## config.mk

```make
export PLATFORM = sky130hd
export DESIGN_NAME = piso_serializer
export DESIGN_NICKNAME = d
export VERILOG_FILES = /design/src/rtl/piso_serializer.sv
export SDC_FILE = /design/constraint.sdc
export NUM_CORES = 1
export LEC_CHECK = 0
export CORE_MARGIN = 4
export CORE_UTILIZATION = 48
export CTS_CLUSTER_DIAMETER = 100
export DETAILED_ROUTE_END_ITERATION = 8
export PLACE_DENSITY = 0.82
export SLEW_MARGIN = 25
export SYNTH_ARGS = -nofsm -noshare
export SYNTH_HDL_FRONTEND = slang
export SYNTH_SLANG_ARGS = --single-unit
```

## constraint.sdc

```tcl
create_clock -name clk -period 4.3 [get_ports clk]
set_input_delay 0.645 -clock clk [delete_from_list [all_inputs] [get_ports clk]]
set_output_delay 0.645 -clock clk [all_outputs]
set_load 0.005 [all_outputs]
```

## src/rtl/piso_serializer.sv

```systemverilog
// piso_serializer: valid/ready fed parallel-to-serial transmitter with an
// optional trailing even-parity bit and gapless back-to-back frames.
module piso_serializer #(
  parameter int WIDTH     = 8,
  parameter bit LSB_FIRST = 1'b1,
  parameter bit PARITY_EN = 1'b0
) (
  input  logic             clk,
  input  logic             rst,
  input  logic             load_valid,
  input  logic [WIDTH-1:0] load_data,
  output logic             load_ready,
  output logic             ser_out,
  output logic             ser_valid,
  output logic             frame_start,
  output logic             done
);

  localparam int FLEN = WIDTH + (PARITY_EN ? 1 : 0);
  localparam int CW = (FLEN > 1) ? $clog2(FLEN) : 1;
  localparam logic [CW-1:0] LAST = CW'(FLEN - 1);

  typedef enum logic {IDLE, SHIFT} state_t;

  state_t           r_state;
  state_t           w_state_nxt;
  logic [WIDTH-1:0] r_shift;
  logic [WIDTH-1:0] w_shift_nxt;
  logic [WIDTH-1:0] w_load_shift;
  logic [CW-1:0]    r_cnt;
  logic [CW-1:0]    w_cnt_nxt;
  logic [CW-1:0]    w_cnt_inc;
  logic             r_par;
  logic             w_par_nxt;
  logic             w_first;
  logic             w_data_bit;
  logic             w_last;
  logic             w_accept;
  logic             w_so;
  logic             w_sv;
  logic             w_fs;
  logic             w_dn;

  assign w_last     = (r_state == SHIFT) && (r_cnt == LAST);
  assign load_ready = (r_state == IDLE) || w_last;
  assign w_accept   = load_valid && load_ready;

  // r_shift holds the bits still to go, next one at the outgoing end
  assign w_first      = LSB_FIRST ? load_data[0] : load_data[WIDTH-1];
  assign w_load_shift = LSB_FIRST ? (load_data >> 1) : (load_data << 1);
  assign w_data_bit   = LSB_FIRST ? r_shift[0] : r_shift[WIDTH-1];

  always_comb begin
    w_state_nxt = IDLE;
    w_shift_nxt = r_shift;
    w_cnt_nxt   = '0;
    w_par_nxt   = r_par;
    w_cnt_inc   = r_cnt + 1'b1;
    w_so        = 1'b0;
    w_sv        = 1'b0;
    w_fs        = 1'b0;
    w_dn        = 1'b0;
    if (w_accept) begin
      w_state_nxt = SHIFT;
      w_shift_nxt = w_load_shift;
      w_par_nxt   = ^load_data;
      w_so        = w_first;
      w_sv        = 1'b1;
      w_fs        = 1'b1;
      w_dn        = (LAST == '0);
    end else if (r_state == SHIFT && !w_last) begin
      w_state_nxt = SHIFT;
      w_cnt_nxt   = w_cnt_inc;
      w_shift_nxt = LSB_FIRST ? (r_shift >> 1) : (r_shift << 1);
      w_so        = (PARITY_EN && w_cnt_inc == LAST) ? r_par : w_data_bit;
      w_sv        = 1'b1;
      w_dn        = (w_cnt_inc == LAST);
    end
  end

  always_ff @(posedge clk or posedge rst) begin
    if (rst) begin
      r_state     <= IDLE;
      r_shift     <= '0;
      r_cnt       <= '0;
      r_par       <= 1'b0;
      ser_out     <= 1'b0;
      ser_valid   <= 1'b0;
      frame_start <= 1'b0;
      done        <= 1'b0;
    end else begin
      r_state     <= w_state_nxt;
      r_shift     <= w_shift_nxt;
      r_cnt       <= w_cnt_nxt;
      r_par       <= w_par_nxt;
      ser_out     <= w_so;
      ser_valid   <= w_sv;
      frame_start <= w_fs;
      done        <= w_dn;
    end
  end

endmodule

```

# Word level (Yosys, flattened, before mapping)
# Cells that the tools add are included.
# totals
out_inout_bits	5
inputBits	11
wordCells	27
ff_bits	15
# classes
n_eq_ne	2
n_bitwise	1
add_sub_neg	1
n_reduce_logical	6
n_mux	11
# ops
operator	count
$mux 8	2
$mux 1	7
$eq 3x3->1 const B	2
$mux 3	2
$add 3x1->3 const B	1
$logic_and 1x1->1	3
$reduce_bool 2->1	1
$logic_not 1->1	1
$logic_or 1x1->1	1
$not 1->1	1

# Logic depth before layout (Yosys ltp)
# Gate-level depths: netlist of run 1.
# depth
word_depth	6
ltp_mapped	6
ltp_nobuf	5

# Worst setup path before layout of run 1
# OpenSTA, ideal clock, no wires.
# synth_path
path_kind	register to output
from	register r_cnt[0]
to	output port load_ready
arrival_ns	1.094
path_slack_ns	2.561
path_stages_with_launch	6
path_buffers	1
required_ns	3.655
path_cell_list	dfrtp_1 > ha_1 > ha_1 > nor2b_4 > inv_2 > buf_6
# synth_between
elab_chain_len	3
# synth_rtl
element	line_no	text
start, declared	30	logic [CW-1:0] r_cnt;
start signal, assigned	94	r_cnt <= w_cnt_nxt;
$eq 3x3->1	44	assign w_last = (r_state == SHIFT) && (r_cnt == LAST);
$logic_and 1x1->1	44	
$logic_or 1x1->1	45	assign load_ready = (r_state == IDLE) || w_last;
end, declared	12	output logic load_ready,
# Every way passes these cells.

# Final worst setup path of run 1
# Ends and elaborated chain as after synthesis.

==> results.md, run 1 <==
- Total Wirelength: 1000 um
- DIE WIDTH: 45.5 um
- Mapped Area: slightly below 700 um2
- Critical Path AT: between 1.5 and 2 ns
- FF-to-FF Start: r_cnt[0]$_DFF_PP0_
- All-Layer GR Usage: 11.9%
- Sequential fraction of the synthesis area: 51.9%
- Post-synth top area cell: dfrtp_1
- Worst VDD drop: 0.315 mV
- Net load switching power: roughly 0.13 mW
- Via Count: 387
- Pin count of the biggest net entering global routing: 15
- Area delta synth->final: 25.0%
- Crit end category: primary output
- Post-route setup slack: 1.77 ns
- Switching share of power: around 28%
- Startpoint types: flip-flop
- Register area: ~350 um2
- Relative slew slack: between 60% and 70%
- Largest cells by area after synthesis: dfrtp_1 (52%), mux2_4 (24%), ha_1 (5.6%)
- Setup violations, final: 0
- Final hold viol count: 0
- Max-Cap Viols: 0
- Syn Nets: 60
- Worst slew pin tran: 0.528 ns
- DRC violation count after routing: 0
- Number of H-tree levels: 1
- Vias in the first global route: approximately 430
- Hold path depth: 1
- Leakage power: about 0.42 nW
- Layout cells sized above 1: a little over a quarter
- Commonest non-fill, non-tap cell in the layout: clkdlybuf4s50_1
- Seq cells post-synth: 14
- RSZ-0062 raised after global routing: no
- Die Area: about 2100 um2
- Postcts setup bufs: 0
- First-pass GRT wire length: 1750 um
- IO buf count: 15
- F_max: 396 MHz
- Post-DP HPWL: 797 um
- Clock tree sinks: 14
- Max Fanout on Critical Path: 11
- Status: finished clean
- Pre-CTS WS: a little over 2 ns
- Pwr Density: 550 nW/um2
- Num ports: 16
- # rows: 13
- Final setup TNS: 0 ns
- GP Congestion: 0.633
- Syn avg cell area: 14.7 um2
- Reg2reg setup slack: 2.73 ns
- Fin nets: 78
- Initial core utilization: between 50 and 60%
- DR iter-0 viols: 4
- Ys Warns: 0
- Worst EP required: 3.65 ns
- Post-route ant nets: 0
- Clock slew at reported path FFs: 0.07 ns
- Diodes inserted: 0
- Clock network fraction of total power: around 15%
- Hold path start: r_cnt[0]$_DFF_PP0_
- Fill cells: roughly 110
- CTS Hold Bufs: 0
- Part of the power in registers: 44.4%
- WL/cell: 13.0 um
- Reg2Reg Depth: 5
- Netlist cell types: 16
- CTS Root Cell: clkbuf_4
- CTS Buf Count: 3
- Worst Hold Path EP: r_cnt[0]$_DFF_PP0_
- Core Region: 1320 um2
- Comb pwr share: 40.7%
- Initial antenna violation count: 0
- HP Class: flip-flop to flip-flop
- Post-cts gate resize count: 0
- Critical R2R Capture: r_shift[4]$_DFFE_PP0P_
- Fin crit period: around 2.5 ns
- Commonest cells after routing, fill and taps aside: clkdlybuf4s50_1 (15), dfrtp_1 (14), mux2_4 (11)
- Maximum clock insertion buffer count: 2
- Skew final: 0.00327 ns
- Post-synth top area share: 51.9%
- Final worst path period share: 58.8%
- Clk_lat worst skew: 0.27 ns
- Multi-input gate area: 290 um2
- Cells after Synth: between 40 and 50
- DR vias/cell: 5.03
- DR pass1 iterations: 3
- GRT overflow: 0
- CTS tree: done
- Max Slew Vio Count: 0
- Critical path type: flip-flop to primary output
- Die Y: 45.5 um
- Pint: 0.333 mW
-- synthesized netlist by cell type (all sizes together) --
library cell,number
and2,2
mux2,12
and3,1
ha,3
inv,3
nand2,1
buf,2
dfrtp,14
mux2i,1
nor2b,1
nand3b,1
nand2b,1
o21ai,1
nor2,3
-- how the worst max path moves through the flow --
stage / to / from / cells past startpoint / slack [ns]
finish: load_ready / r_cnt[0]$_DFF_PP0_ / 5 / 1.77
global placement: load_ready / r_cnt[0]$_DFF_PP0_ / 5 / 2.08
CTS: load_ready / r_cnt[0]$_DFF_PP0_ / 5 / 1.75
global route: load_ready / r_cnt[0]$_DFF_PP0_ / 5 / 1.67
detailed placement: load_ready / r_cnt[0]$_DFF_PP0_ / 5 / 2.05
floorplan: load_ready / r_cnt[0]$_DFF_PP0_ / 5 / 2.56
-- registers in the layout, indices dropped and copies added (netlist names) --
register and flops:
done 1, frame_start 1, r_cnt 3, r_shift 7, r_state 1, ser_out 1
-- critical path: stages, from the launching register on --
cell,delay (ns)
dfrtp_1,0.41
ha_1,0.21
ha_1,0.22
nor2b_4,0.17
inv_2,0.14
clkdlybuf4s50_1,0.47
-- power groups by stage --
| stage | sequential [mW] | combinational [mW] | clock [mW] |
|---|---|---|---|
| after floorplan | 0.202 | 0.141 | 0 |
| after global placement | 0.207 | 0.184 | 0 |
| after CTS | 0.207 | 0.193 | 0.0712 |
| final | 0.206 | 0.189 | 0.0693 |
| after global routing | 0.212 | 0.210 | 0.0778 |
| after detailed placement | 0.209 | 0.193 | 0 |
-- through the flow --
stage | cell area, um2 | hold WS, ns | util [%] | total power, mW | cells
2_1_floorplan | 674 | 0.431 | - | 0.343 | 46
3_3_place_gp | 821 | 0.453 | 62.3 | 0.391 | 74
3_5_place_dp | 821 | 0.473 | 62.3 | 0.401 | 74
4_1_cts | 843 | 0.483 | 64.0 | 0.471 | 77
5_1_grt | 843 | 0.510 | 64.0 | 0.500 | 77
6_report | 843 | 0.481 | 64.0 | 0.464 | 77
-- final cells by class --
cell class / count / share of cell area [%]
Sequential cell: 14 / 41.5
Tap cell: 15 / 2.23
Inverter: 3 / 1.34
Multi-Input combinational cell: 27 / 34.4
Timing Repair Buffer: 15 / 17.8
Clock buffer: 3 / 2.67
-- metal layers --
layer  vias up  track usage (%)  share of wire, %
li1        185                -                 -
met1       187             13.4                44
met2        13             20.6                49
met3         2             2.37               5.4
met4         0             7.02               1.7
met5         -                0                 0
-- kinds of logic after synthesis --
group	after synthesis	synth area share, %
simple gates	10	9.09
compound gates	1	0.741
buf+inv	5	5.01
fa+ha+maj	3	5.57
flops	14	51.9
mux	13	27.6
No activity file was read; power rests on OpenSTA's default activity.
==> run 2: changes to the inputs <==
--- a/config.mk
+++ b/config.mk
@@ -6,10 +6,10 @@
 export NUM_CORES = 1
 export LEC_CHECK = 0
 export CORE_MARGIN = 4
-export CORE_UTILIZATION = 48
+export CORE_UTILIZATION = 46
 export CTS_CLUSTER_DIAMETER = 100
 export DETAILED_ROUTE_END_ITERATION = 8
-export PLACE_DENSITY = 0.82
+export PLACE_DENSITY = 0.8
 export SLEW_MARGIN = 25
 export SYNTH_ARGS = -nofsm -noshare
 export SYNTH_HDL_FRONTEND = slang
==> constraint.sdc (replaced) <==
create_clock -name clk -period 2.4 [get_ports clk]
set_input_delay 0.36 -clock clk [delete_from_list [all_inputs] [get_ports clk]]
set_output_delay 0.36 -clock clk [all_outputs]
set_load 0.005 [all_outputs]
==> results.md, run 2 (synthesis results as in run 1) <==
- Status: finished clean
- Die Y: 46.3 um (+1.8%)
- Max FFs per register: 7 (unchanged)
- CP max stage delay: 0.47 ns (about the same)
- Relative slew slack: 65.2% (+0.51 points)
- Post-DP Area: 821 um2 (unchanged)
- Initial antenna violation count: 0 (unchanged)
- CTS Buf Count: 3 (unchanged)
- Reg with most FFs: r_shift
- Post-route design area: 857 um2 (+1.6%)
- CTS Hold Bufs: 0 (unchanged)
- Fin nets: 78 (unchanged)
- Clock slew at reported path FFs: 0.08 ns (about the same)
- CP top delay family: buffers and inverters
- DR pass1 iterations: 4 (+1)
- Stages on the worst setup path: 5 (unchanged)
- Pwr Density: 1020 nW/um2 (+85%)
- WL/cell: 13.4 um (+3.3%)
- Critical R2R Capture: r_shift[0]$_DFFE_PP0P_
- Post-cts gate resize count: 0 (unchanged)
- # rows: 13 (unchanged)
- Busiest grt layer: met2
- Crit end category: primary output
- Most frequent CP cell: ha_1
- DR iter-0 viols: 11 (+7)
- Skew final: 0.00413 ns (+0.000858 ns)
- Post-DP HPWL: 770 um (-3.4%)
- Final std cells w/o fill: 78 (+1.3%)
- Cells along the critical path: ha_1, ha_1, nor2b_4, inv_2, clkdlybuf4s50_1
- Max Slew Vio Count: 0 (unchanged)
- Die Area: 2140 um2 (+3.6%)
- GP Congestion: 0.619 (-2.2%)
- Placed insts: 74 (unchanged)
- Final worst path period share: 93.2%
- Clock tree sinks: 14 (unchanged)
- FF-to-FF Start: r_cnt[0]$_DFF_PP0_
- Top Registers: r_shift x7, r_cnt x3
- Total Wirelength: 1050 um (+4.6%)
- DR vias/cell: 4.92 (-2.0%)
- IO buf count: 15 (unchanged)
- Maximum clock insertion buffer count: 2 (unchanged)
- Max-Cap Viols: 0 (unchanged)
- Pin count of the biggest net entering global routing: 15 (unchanged)
- Diodes inserted: 0 (unchanged)
- Worst slew pin tran: 0.522 ns (-0.00655 ns)
- Critical-path top delay cell: clkdlybuf4s50_1
- Area delta synth->final: 27.1%
- Leakage power: 0.429 nW (+1.7%)
- CTS tree: done
- Clk_lat worst skew: 0.27 ns (about the same)
- DIE WIDTH: 46.3 um (+1.8%)
- Commonest non-fill, non-tap cell in the layout: clkdlybuf4s50_1
- Number of H-tree levels: 1 (unchanged)
- Critical path type: flip-flop to primary output
- Met2 usage: 18.4% (-2.2 points)
- Max Fanout on Critical Path: 11 (unchanged)
- Reg2reg setup slack: 0.84 ns (-1.89 ns)
- RSZ-0062 raised after global routing: no
- Reg2Reg Depth: 5 (unchanged)
- Setup violations, final: 0 (unchanged)
- Initial core utilization: 50.6% (-0.62 points)
- All-Layer GR Usage: 11.5% (-0.43 points)
- Commonest cells after routing, fill and taps aside: clkdlybuf4s50_1 (15), dfrtp_1 (14), mux2_4 (11)
- Vias in the first global route: 422 (-2.3%)
- Grt met3 use: 2.34% (-0.028 points)
- F_max: 447 MHz
- First-pass GRT wire length: 1770 um (+1.6%)
- Worst path bufs/invs: 2 (unchanged)
- Fin crit period: 2.24 ns
- Worst VDD drop: 0.515 mV (+63%)
- Final setup TNS: 0 ns (unchanged)
- Final hold viol count: 0 (unchanged)
- Num ports: 16 (unchanged)
- Postcts setup bufs: 0 (unchanged)
- CTS Root Cell: clkbuf_4
- Startpoint types: flip-flop
- GRT overflow: 0 (unchanged)
- Post-route ant nets: 0 (unchanged)
- Critical Path AT: 1.88 ns (about the same)
- Worst EP required: 2.04 ns (-1.61 ns)
- Via Count: 384 (-0.78%)
- Layout cells sized above 1: 28.6% (+1.2 points)
- Met1 Use GR: 15.6% (+2.2 points)
- DRC violation count after routing: 0 (unchanged)
- HP Class: primary input to asynchronous set/reset pin
- Core Region: 1330 um2 (+1.2%)
run 2: cell types whose count changed in the layout (fill, tap and decap cells not counted), sizes merged:
cell and change:
clkbuf +1
run 2: where the power goes:
part | leakage [nW] | internal, mW | total [mW] | switching, mW
Sequential | 0.180 | 0.323 | 0.365 | 0.0425
Clock | 0.0210 | 0.0921 | 0.165 | 0.0728
Combinational | 0.228 | 0.216 | 0.343 | 0.127
Total | 0.429 | 0.630 | 0.873 | 0.243
run 2: final cells by class:
class	count	area, um2
Fill cell	108	477
Sequential cell	14	350
Multi-Input combinational cell	27	290
Timing Repair Buffer	15	150
Clock buffer	4	36.3
Tap cell	15	18.8
Inverter	3	11.3
run 2: metal layers:
metal / up-vias / part of all wire (%)
li1: 187 / -
met1: 181 / 46
met2: 16 / 45
met3: 0 / 8.7
met4: 0 / 0
met5: - / 0
run 2: through the flow:
step,worst slack [ns],util [%],hold slack [ns],power [mW]
after global placement,0.477,61.5,0.447,0.700
after detailed placement,0.447,61.5,0.461,0.717
after floorplan,0.896,-,0.249,0.615
after CTS,0.133,64.3,0.430,0.886
final,0.162,64.3,0.413,0.873
after global routing,0.0592,64.3,0.460,0.935
run 2: worst max-delay path by stage:
| stage | endpoint | start |
|---|---|---|
| after floorplan | r_shift[0]$_DFFE_PP0P_ | r_cnt[0]$_DFF_PP0_ |
| after global placement | load_ready | r_cnt[0]$_DFF_PP0_ |
| after detailed placement | load_ready | r_cnt[0]$_DFF_PP0_ |
| after CTS | load_ready | r_cnt[0]$_DFF_PP0_ |
| after global routing | load_ready | r_cnt[0]$_DFF_PP0_ |
| final | load_ready | r_cnt[0]$_DFF_PP0_ |
==> run 3: changes to the inputs <==
--- a/config.mk
+++ b/config.mk
@@ -9,7 +9,10 @@
 export CORE_UTILIZATION = 46
 export CTS_CLUSTER_DIAMETER = 100
 export DETAILED_ROUTE_END_ITERATION = 8
+export GPL_TIMING_DRIVEN = 1
 export PLACE_DENSITY = 0.8
+export RECOVER_POWER = 100
+export SETUP_SLACK_MARGIN = 0.4
 export SLEW_MARGIN = 25
 export SYNTH_ARGS = -nofsm -noshare
 export SYNTH_HDL_FRONTEND = slang
==> results.md, run 3 (synthesis results as in run 1) <==
- Final hold viol count: 0 (unchanged)
- Worst path bufs/invs: 2 (unchanged)
- DIE WIDTH: 46.3 um (unchanged)
- CP top delay family: flip-flops
- Commonest non-fill, non-tap cell in the layout: dfrtp_1
- Pwr Density: 1030 nW/um2 (+0.71%)
- Critical-path top delay cell: dfrtp_1
- Vias in the first global route: 445 (+5.5%)
- # rows: 13 (unchanged)
- Worst EP required: 2.04 ns (about the same)
- Total Wirelength: 1140 um (+9.2%)
- RSZ-0062 raised after global routing: no
- First-pass GRT wire length: 1850 um (+4.3%)
- Fin crit period: 2.07 ns (-0.169 ns)
- Clock tree sinks: 14 (unchanged)
- Via Count: 426 (+11%)
- Final setup TNS: 0 ns (unchanged)
- DR pass1 iterations: 4 (unchanged)
- CP max stage delay: 0.40 ns (-0.07 ns)
- Skew final: 0.00344 ns (-0.000689 ns)
- Die Area: 2140 um2 (unchanged)
- Num ports: 16 (unchanged)
- Number of H-tree levels: 1 (unchanged)
- Layout cells sized above 1: 33.8% (+5.2 points)
- CTS Root Cell: clkbuf_4
- DR vias/cell: 4.79 (-2.8%)
- Worst VDD drop: 0.558 mV (+8.4%)
- Most frequent CP cell: ha_2
- Critical Path AT: 1.71 ns (-0.17 ns)
- WL/cell: 12.8 um (-4.3%)
- Initial core utilization: 50.6% (unchanged)
- Post-route setup slack: 0.331 ns (+0.169 ns)
- Leakage power: 0.465 nW (+8.3%)
- DRC violation count after routing: 0 (unchanged)
- Commonest cells after routing, fill and taps aside: dfrtp_1 (14), mux2_4 (9), clkdlybuf4s50_1 (9)
- GRT overflow: 0 (unchanged)
- Critical path type: flip-flop to primary output
- CTS Buf Count: 3 (unchanged)
- Clock slew at reported path FFs: 0.08 ns (about the same)
- Worst slew pin tran: 0.521 ns (-0.0000722 ns)
- Reg2reg setup slack: 0.55 ns (-0.29 ns)
- CTS tree: done
- IO buf count: 15 (unchanged)
- Post-DP HPWL: 770 um (unchanged)
- Cells along the critical path: ha_2, ha_2, nor2b_1, clkinv_4, dlygate4sd2_1
- Core Region: 1330 um2 (unchanged)
- All-Layer GR Usage: 12.1% (+0.56 points)
- Final worst path period share: 86.2% (-7.0 points)
- Pin count of the biggest net entering global routing: 15 (unchanged)
- Top Registers: r_shift x7, r_cnt x3
- Max-Cap Viols: 0 (unchanged)
- Max Slew Vio Count: 0 (unchanged)
- Status: finished clean
- Crit end category: primary output
- Reg with most FFs: r_shift
- Clk_lat worst skew: 0.27 ns (about the same)
- Pre-CTS WS: 0.447 ns (unchanged)
- Area delta synth->final: 36.7%
- DR iter-0 viols: 3 (-8)
- Die Y: 46.3 um (unchanged)
- HP Class: flip-flop to flip-flop
- Max Fanout on Critical Path: 7 (-4)
- Startpoint types: flip-flop
- GP Congestion: 0.619 (unchanged)
- Setup violations, final: 0 (unchanged)
- Diodes inserted: 0 (unchanged)
- Post-route ant nets: 0 (unchanged)
- Initial antenna violation count: 0 (unchanged)
- Fin nets: 89 (+14%)
- F_max: 483 MHz (+8.2%)
- Relative slew slack: 65.1% (-0.066 points)
- Max FFs per register: 7 (unchanged)
- Maximum clock insertion buffer count: 2 (unchanged)
-- run 3: cell types whose count changed in the layout (fill, tap and decap cells not counted), sizes merged --
cell           before  now
clkinv              0    1
clkdlybuf4s50      15    9
buf                 0    4
inv                 3    2
dlygate4sd2         0    1
clkbuf              4   11
dlygate4sd3         0    5
-- run 3: cell type report --
cell class	count	area, um2
Tap cell	15	18.8
Sequential cell	14	350
Multi-Input combinational cell	27	280
Fill cell	103	412
Clock buffer	4	36.3
Inverter	3	16.3
Timing Repair Buffer	26	220
-- run 3: per-layer routing --
layer	up-vias	global-route usage (%)	share of wire [%]
li1	209	-	-
met5	-	0	0
met2	12	20.1	48
met3	0	2.34	6.7
met4	0	3.41	0
met1	205	15.8	46
-- run 3: worst paths after layout --
kind,startpoint,to,cells past startpoint
min,r_shift[3]$_DFFE_PP0P_,r_shift[2]$_DFFE_PP0P_,1
max,r_cnt[0]$_DFF_PP0_,load_ready,5
max in group asynchronous,rst,ser_out$_DFF_PP0_,2
min reg2reg,r_shift[3]$_DFFE_PP0P_,r_shift[2]$_DFFE_PP0P_,1
max reg2reg,r_cnt[0]$_DFF_PP0_,r_shift[5]$_DFFE_PP0P_,7
min in group asynchronous,rst,r_shift[1]$_DFFE_PP0P_,2
-- run 3: worst register-to-register path, cell delays in order (launching register included) --
cell,delay [ns]
dfrtp_1,0.40
ha_2,0.19
ha_2,0.17
nor2b_1,0.28
clkinv_4,0.12
clkbuf_4,0.16
buf_4,0.12
mux2_1,0.30
-- run 3: what timing repair did --
item / in CTS / in global routing
hold buffers: 0 / 0
setup buffers: 2 / 9
gates resized for setup: 3 / 3
endpoints found under the setup margin: 1 / 1
-- run 3: power breakdown --
group	internal (mW)	leakage (nW)	total, mW	switching [mW]
clock	0.0921	0.0210	0.164	0.0720
sequential	0.323	0.180	0.366	0.0436
combinational	0.266	0.264	0.415	0.150
-- run 3: through the flow --
stage | area, um2 | power [mW] | hold WS (ns) | cells | util, %
floorplan | 674 | 0.615 | 0.249 | 46 | -
global placement | 821 | 0.700 | 0.447 | 74 | 61.5
detailed placement | 821 | 0.717 | 0.461 | 74 | 61.5
CTS | 876 | 0.912 | 0.430 | 80 | 65.7
global route | 922 | 1.02 | 0.532 | 89 | 69.1
finish | 922 | 0.946 | 0.512 | 89 | 69.1
